## src/rtl/mac_sequencer.sv

```systemverilog
// Initiator-side sequencer for the signed MAC: accepts operand pairs, issues one
// term at a time, and feeds each MAC result back as the next accumulator input.
// On the last term it requantizes the sum (round, shift, saturate, optional ReLU)
// and presents it on a ready/valid result port.
module mac_sequencer #(
    parameter int unsigned DATA_WIDTH  = 16,
    parameter int unsigned ACC_WIDTH   = 40,
    parameter int unsigned MAC_LATENCY = 3,
    parameter int unsigned SHIFT_WIDTH = 6
) (
    input  logic                   clk,
    input  logic                   rst_n,
    input  logic                   in_valid,
    output logic                   in_ready,
    input  logic [DATA_WIDTH-1:0]  in_a,
    input  logic [DATA_WIDTH-1:0]  in_b,
    input  logic                   in_last,
    input  logic [ACC_WIDTH-1:0]   bias_in,
    input  logic [SHIFT_WIDTH-1:0] cfg_shift,
    input  logic                   cfg_relu,
    output logic                   mac_en,
    output logic                   mac_valid_in,
    output logic [DATA_WIDTH-1:0]  mac_a,
    output logic [DATA_WIDTH-1:0]  mac_b,
    output logic [ACC_WIDTH-1:0]   mac_acc_in,
    input  logic [ACC_WIDTH-1:0]   mac_acc_out,
    output logic                   out_valid,
    input  logic                   out_ready,
    output logic [DATA_WIDTH-1:0]  out_data,
    output logic [ACC_WIDTH-1:0]   out_acc
);

    typedef enum logic [1:0] {StAccept, StIssue, StWait, StOut} state_e;

    localparam logic [3:0] CntLoad = 4'(MAC_LATENCY - 1);

    // Saturation bounds at ACC_WIDTH+1 precision.
    localparam logic signed [ACC_WIDTH:0] SatMax =
        {{(ACC_WIDTH - DATA_WIDTH + 2){1'b0}}, {(DATA_WIDTH - 1){1'b1}}};
    localparam logic signed [ACC_WIDTH:0] SatMin =
        {{(ACC_WIDTH - DATA_WIDTH + 2){1'b1}}, {(DATA_WIDTH - 1){1'b0}}};

    state_e                 state_q, state_d;
    logic                   first_q, first_d;
    logic                   last_q, last_d;
    logic [SHIFT_WIDTH-1:0] shift_q, shift_d;
    logic                   relu_q, relu_d;
    logic [3:0]             cnt_q, cnt_d;
    logic [ACC_WIDTH-1:0]   acc_q, acc_d;
    logic                   in_ready_q, in_ready_d;
    logic                   issue_q, issue_d;
    logic [DATA_WIDTH-1:0]  mac_a_q, mac_a_d;
    logic [DATA_WIDTH-1:0]  mac_b_q, mac_b_d;
    logic [ACC_WIDTH-1:0]   mac_acc_in_q, mac_acc_in_d;
    logic                   out_valid_q, out_valid_d;
    logic [DATA_WIDTH-1:0]  out_data_q, out_data_d;
    logic [ACC_WIDTH-1:0]   out_acc_q, out_acc_d;

    // Round-half-up, arithmetic shift, saturate, then optional ReLU.
    function automatic logic [DATA_WIDTH-1:0] requant(input logic [ACC_WIDTH-1:0]   x,
                                                      input logic [SHIFT_WIDTH-1:0] sh,
                                                      input logic                   relu);
        logic signed [ACC_WIDTH:0] xe;
        logic signed [ACC_WIDTH:0] rnd;
        logic signed [ACC_WIDTH:0] r;
        xe  = {x[ACC_WIDTH-1], x};
        rnd = '0;
        if (sh != '0) begin
            rnd = {{ACC_WIDTH{1'b0}}, 1'b1} << (sh - 1'b1);
        end
        r = (xe + rnd) >>> sh;
        if (r > SatMax) begin
            r = SatMax;
        end else if (r < SatMin) begin
            r = SatMin;
        end
        if (relu && r[ACC_WIDTH]) begin
            r = '0;
        end
        return r[DATA_WIDTH-1:0];
    endfunction

    // Next-state and registered-output logic.
    always_comb begin
        state_d      = state_q;
        first_d      = first_q;
        last_d       = last_q;
        shift_d      = shift_q;
        relu_d       = relu_q;
        cnt_d        = cnt_q;
        acc_d        = acc_q;
        mac_a_d      = mac_a_q;
        mac_b_d      = mac_b_q;
        mac_acc_in_d = mac_acc_in_q;
        out_valid_d  = out_valid_q;
        out_data_d   = out_data_q;
        out_acc_d    = out_acc_q;

        unique case (state_q)
            StAccept: begin
                if (in_valid && in_ready_q) begin
                    mac_a_d      = in_a;
                    mac_b_d      = in_b;
                    last_d       = in_last;
                    mac_acc_in_d = first_q ? bias_in : acc_q;
                    if (in_last) begin
                        shift_d = cfg_shift;
                        relu_d  = cfg_relu;
                    end
                    state_d = StIssue;
                end
            end
            StIssue: begin
                cnt_d   = CntLoad;
                state_d = StWait;
            end
            StWait: begin
                if (cnt_q == '0) begin
                    acc_d   = mac_acc_out;
                    first_d = 1'b0;
                    if (last_q) begin
                        out_acc_d   = mac_acc_out;
                        out_data_d  = requant(mac_acc_out, shift_q, relu_q);
                        out_valid_d = 1'b1;
                        state_d     = StOut;
                    end else begin
                        state_d = StAccept;
                    end
                end else begin
                    cnt_d = cnt_q - 4'd1;
                end
            end
            StOut: begin
                if (out_valid_q && out_ready) begin
                    out_valid_d = 1'b0;
                    first_d     = 1'b1;
                    state_d     = StAccept;
                end
            end
            default: state_d = StAccept;
        endcase

        // Handshake strobes are registered from the next state so they are glitch-free.
        in_ready_d = (state_d == StAccept);
        issue_d    = (state_d == StIssue);
    end

    // State and output registers; reset discards any in-flight term or pending result.
    always_ff @(posedge clk or negedge rst_n) begin
        if (!rst_n) begin
            state_q      <= StAccept;
            first_q      <= 1'b1;
            last_q       <= 1'b0;
            shift_q      <= '0;
            relu_q       <= 1'b0;
            cnt_q        <= '0;
            acc_q        <= '0;
            in_ready_q   <= 1'b0;
            issue_q      <= 1'b0;
            mac_a_q      <= '0;
            mac_b_q      <= '0;
            mac_acc_in_q <= '0;
            out_valid_q  <= 1'b0;
            out_data_q   <= '0;
            out_acc_q    <= '0;
        end else begin
            state_q      <= state_d;
            first_q      <= first_d;
            last_q       <= last_d;
            shift_q      <= shift_d;
            relu_q       <= relu_d;
            cnt_q        <= cnt_d;
            acc_q        <= acc_d;
            in_ready_q   <= in_ready_d;
            issue_q      <= issue_d;
            mac_a_q      <= mac_a_d;
            mac_b_q      <= mac_b_d;
            mac_acc_in_q <= mac_acc_in_d;
            out_valid_q  <= out_valid_d;
            out_data_q   <= out_data_d;
            out_acc_q    <= out_acc_d;
        end
    end

    assign in_ready     = in_ready_q;
    assign mac_en       = issue_q;
    assign mac_valid_in = issue_q;
    assign mac_a        = mac_a_q;
    assign mac_b        = mac_b_q;
    assign mac_acc_in   = mac_acc_in_q;
    assign out_valid    = out_valid_q;
    assign out_data     = out_data_q;
    assign out_acc      = out_acc_q;

endmodule

```

## config.mk

```make
export PLATFORM = sky130hd
export DESIGN_NAME = mac_sequencer
export DESIGN_NICKNAME = d
export VERILOG_FILES = /design/src/rtl/mac_sequencer.sv
export SDC_FILE = /design/constraint.sdc
export NUM_CORES = 1
export LEC_CHECK = 0
export ABC_AREA = 0
export CORE_MARGIN = 4
export CORE_UTILIZATION = 30
export DETAILED_ROUTE_END_ITERATION = 10
export HOLD_SLACK_MARGIN = 0.02
export PLACE_DENSITY = 0.52
export RECOVER_POWER = 50
export SETUP_SLACK_MARGIN = 0.1
export SYNTH_ARGS = -nofsm -noshare
export SYNTH_HDL_FRONTEND = slang
export SYNTH_SLANG_ARGS = --single-unit
```

## constraint.sdc

```tcl
create_clock -name clk -period 5.9 [get_ports clk]
set_input_delay 1.18 -clock clk [delete_from_list [all_inputs] [get_ports clk]]
set_output_delay 1.18 -clock clk [all_outputs]
set_load 0.05 [all_outputs]
```

==> results by group, run 1 <==
Routing
  • Routed Antenna Nets: 0
  • Via count: about 15000
  • Vias per cell: 5.330
  • Drt first pass iters: 6
  • Routed WL: approximately 63 mm
  • DR iter-0 viols: 1109
  • Drc violations: 0
  • WL/cell: 21.67 um

Logic synthesis
  • Sequential element share of the synthesized area: between 30% and 40%
  • Most frequent cell after synthesis: nand2_1
  • Synthesized cell area: between 0.01 and 0.015 mm^2
  • Synth Flop Type: dfrtp_1
  • Ys async rst share: 100.0%
  • Number of synthesized flops with an enable pin: 0
  • Largest cells by area after synthesis: dfrtp_1 34%, mux2_2 7.5%, nand2_1 6.5%, mux2i_1 5.6%, a21oi_1 5.5%
  • Mapped Cells: about 1600
  • Synth top area share: about a third
  • Top cells by count, synth: 238 x nand2_1, 185 x dfrtp_1, 185 x nor2_1
  • Netlist cell types: between 80 and 90
  • Post-synthesis register bit count: between 150 and 200
  • Largest area contributor in the netlist: dfrtp_1
  • Mapped Nets: 1809
  • Synth warn: 0
  • Syn_area_per_cell: between 8 and 9 um^2

Setup path
  • Reg2reg end: out_data[5]
  • Worst path cell trace: clkdlybuf4s50_1 > ha_1 > a21oi_1 > o21a_2 > and2_4 > a21oi_2 > or3_4 > and2_0 > mux4_2 > a22o_1 > a211o_1 > a221o_1 > a211o_1 > or4_4 > o32a_4 > o22a_1
  • Max stage delay on crit path: between 0.5 and 0.6 ns
  • Reg2Reg Depth: 31
  • Critical Path End Type: register
  • Crit-path max FO: 8
  • Crit path DAT: a little over 6 ns
  • CP Launch Type: input pin
  • Req. time, crit path: 6.28 ns
  • Kind of critical path: input pin to register
  • R2R Path Start: shift_q[2]
  • Slowest CP cell: mux4_2
  • Reg2reg setup slack: ~0.22 ns
  • Cell mode on critical path: a211o_1

Clock tree
  • CTS sink count: approximately 190
  • CTS tree: yes
  • H-tree depth: 4
  • Root Driver: clkbuf_16
  • Worst-path clk slew: 0.08 ns
  • Worst-skew pair later-pin latency: between 0.4 and 0.5 ns
  • CTS Buf Count: 17
  • Clock buffer depth: 2

Final layout
  • Area occupied by multi-input gates: between 0.01 and 0.015 mm^2
  • Reg area: around 0.0047 mm^2
  • Layout Utilization: approximately half
  • Post-route cell area: around 0.022 mm^2
  • Share of layout cells above drive strength 1: 36.53%
  • Area grow syn2layout: 62.92%
  • Fin nets: roughly 2400
  • Fillers: 4385

Pwr
  • Total leakage power: 9.480 nW
  • Power per Cell Area: 579.8 mW/mm^2
  • Peak VDD IR: 360.2 uV

Floorplanning
  • Die Area: 0.04923 mm^2
  • DIE HEIGHT: ~220 um
  • Cell row count: 78
  • Die width: 221.9 um
  • Core area: 0.04528 mm^2
  • I/O Pins: between 200 and 300
  • Starting Density: a little under a third

Hold path
  • Hold EP: out_acc[13]
  • Hold Startpoint: out_acc[13]
  • HP Class: register to register
  • WHS Path Cells: 2

Placed design
  • IO buf count: 255
  • Routability cong.: 0.9377
  • Post-DP HPWL: 48.79 mm
  • Placed Area: 0.01972 mm^2

STA
  • Worst Tran Pin Value: approximately 2.8 ns
  • Fin. Hold Viols: 0
  • Max Slew Vio Count: roughly 320
  • Fin crit period: 5.683 ns
  • Final worst-path cycle share: a little over nine tenths
  • RSZ-0062 raised after global routing: true
  • Max_slew headroom: -83.39%
  • F_max: roughly 0.18 GHz
  • Endpoints failing setup: 0
  • Clock skew: between 0.015 and 0.02 ns

Status
  • Status: finished with violations
  • Violated checks: max-capacitance violations, max-slew violations

GRT
  • Vias in the first global route: roughly 15000
  • Pin count of the biggest net entering global routing: 110
  • GRT Total Usage: between 20% and 30%
  • First-pass GRT wire length: 93.94 mm
  • GR Overflow Total: 0
  • Initial antenna violation count: 0

Run
  • Max-cap check violation count: 6
-- power breakdown --
part	switching [W]	internal [W]
Sequential	0.000436	0.00192
Combinational	0.00553	0.00387
Clock	0.000623	0.000582
-- worst max path at each step --
stage,from,endpoint,slack (ns),cells past startpoint
global placement,mac_acc_out[0],out_data[14],-1.14,23
detailed placement,mac_acc_out[0],out_data[14],-1.19,23
finish,mac_acc_out[6],out_data[0],0.22,16
global route,shift_q[2],out_data[2],-0.02,29
floorplan,shift_q[1],out_data[14],0.13,26
CTS,mac_acc_out[15],out_data[5],0.10,26
-- metrics by stage --
| step | worst slack (ns) | TNS [ns] | hold slack (ns) | std cells | power, W |
|---|---|---|---|---|---|
| 6_report | 0.2170 | 0 | 0.4795 | 2887 | 0.01296 |
| 5_1_grt | -0.01906 | -0.01950 | 0.4994 | 2886 | 0.01363 |
| 4_1_cts | 0.1007 | 0 | 0.4838 | 2840 | 0.01228 |
| 3_5_place_dp | -1.195 | -17.45 | 0.4622 | 2794 | 0.01073 |
| 3_3_place_gp | -1.139 | -17.05 | 0.4582 | 2794 | 0.01075 |
| 2_1_floorplan | 0.1260 | 0 | 0.4800 | 1642 | 0.007028 |
-- cells in the final DEF (no fill, tap or decap), types with 20 or more instances in the layout --
cell	instances
a21oi_1	125
a21oi_2	24
buf_4	441
clkdlybuf4s50_1	225
dfrtp_1	181
ha_4	30
mux2_2	91
mux2i_1	77
nand2_1	221
nand4_1	27
nor2_1	156
nor3_1	27
o21ai_0	50
o21ai_1	21
o22a_1	20
-- registers in the layout (all words and copies together), names as in the netlist --
signal,flops
out_data,16
mac_en,1
out_valid,1
in_ready,1
relu_q,1
shift_q,6
out_acc,40
mac_b,16
state_q,2
cnt_q,4
first_q,1
last_q,1
mac_acc_in,40
acc_q,40
mac_a,16
-- worst max-delay path: cells and delay by family --
kind                       cells  cell delay (ns)
AOI/OAI and AO/OA              9             2.32
and+or+nand+nor                4             1.19
muxes                          1             0.52
buffers and inverters          1             0.48
adders and majority gates      1             0.36
-- logic make-up (layout without fill, tap and decap cells) --
kind of cell    Yosys count  count (layout)  share of synthesized area (%)
simple gates            595             595                          19.39
buf+inv                 139             782                          3.930
mux                     172             172                          13.74
flops                   186             186                          33.93
fa+ha+maj                43              43                          3.976
other cells               0               1                              0
xor+xnor                 27              27                          1.723
compound gates          480             481                          23.31
-- layout make-up --
type                       count  share of cell area [%]
antenna                        1                 0.01119
sequential                   186                   20.85
multi-input combinational   1318                   44.83
clock inverter                15                  0.8675
inverter                      26                  0.4925
clock buffer                  17                   1.903
tap                          600                   3.358
timing repair buffer         724                   27.69
-- metal layers --
layer / share of wire, % / track usage (%) / vias up
li1: - / - / 7326
met5: 0 / 0 / -
met3: 5.2 / 4.475 / 49
met2: 48 / 40.72 / 459
met1: 45 / 33.18 / 7554
met4: 1.4 / 4.862 / 0
-- timing repair --
action	in CTS	in global routing
buffers inserted	13	46
resized for setup	119	248
cloned	1	0
hold buffers	0	0
pin swaps	25	91
endpoints found under the setup margin	16	16
Note: power is estimated with default switching activity, not from simulation.
==> run 2, diff against run 1 <==
- SLEW_MARGIN: not set -> 0
==> results of run 2 <==
No change in the layout: final DEF, timing and power equal those of run 1.
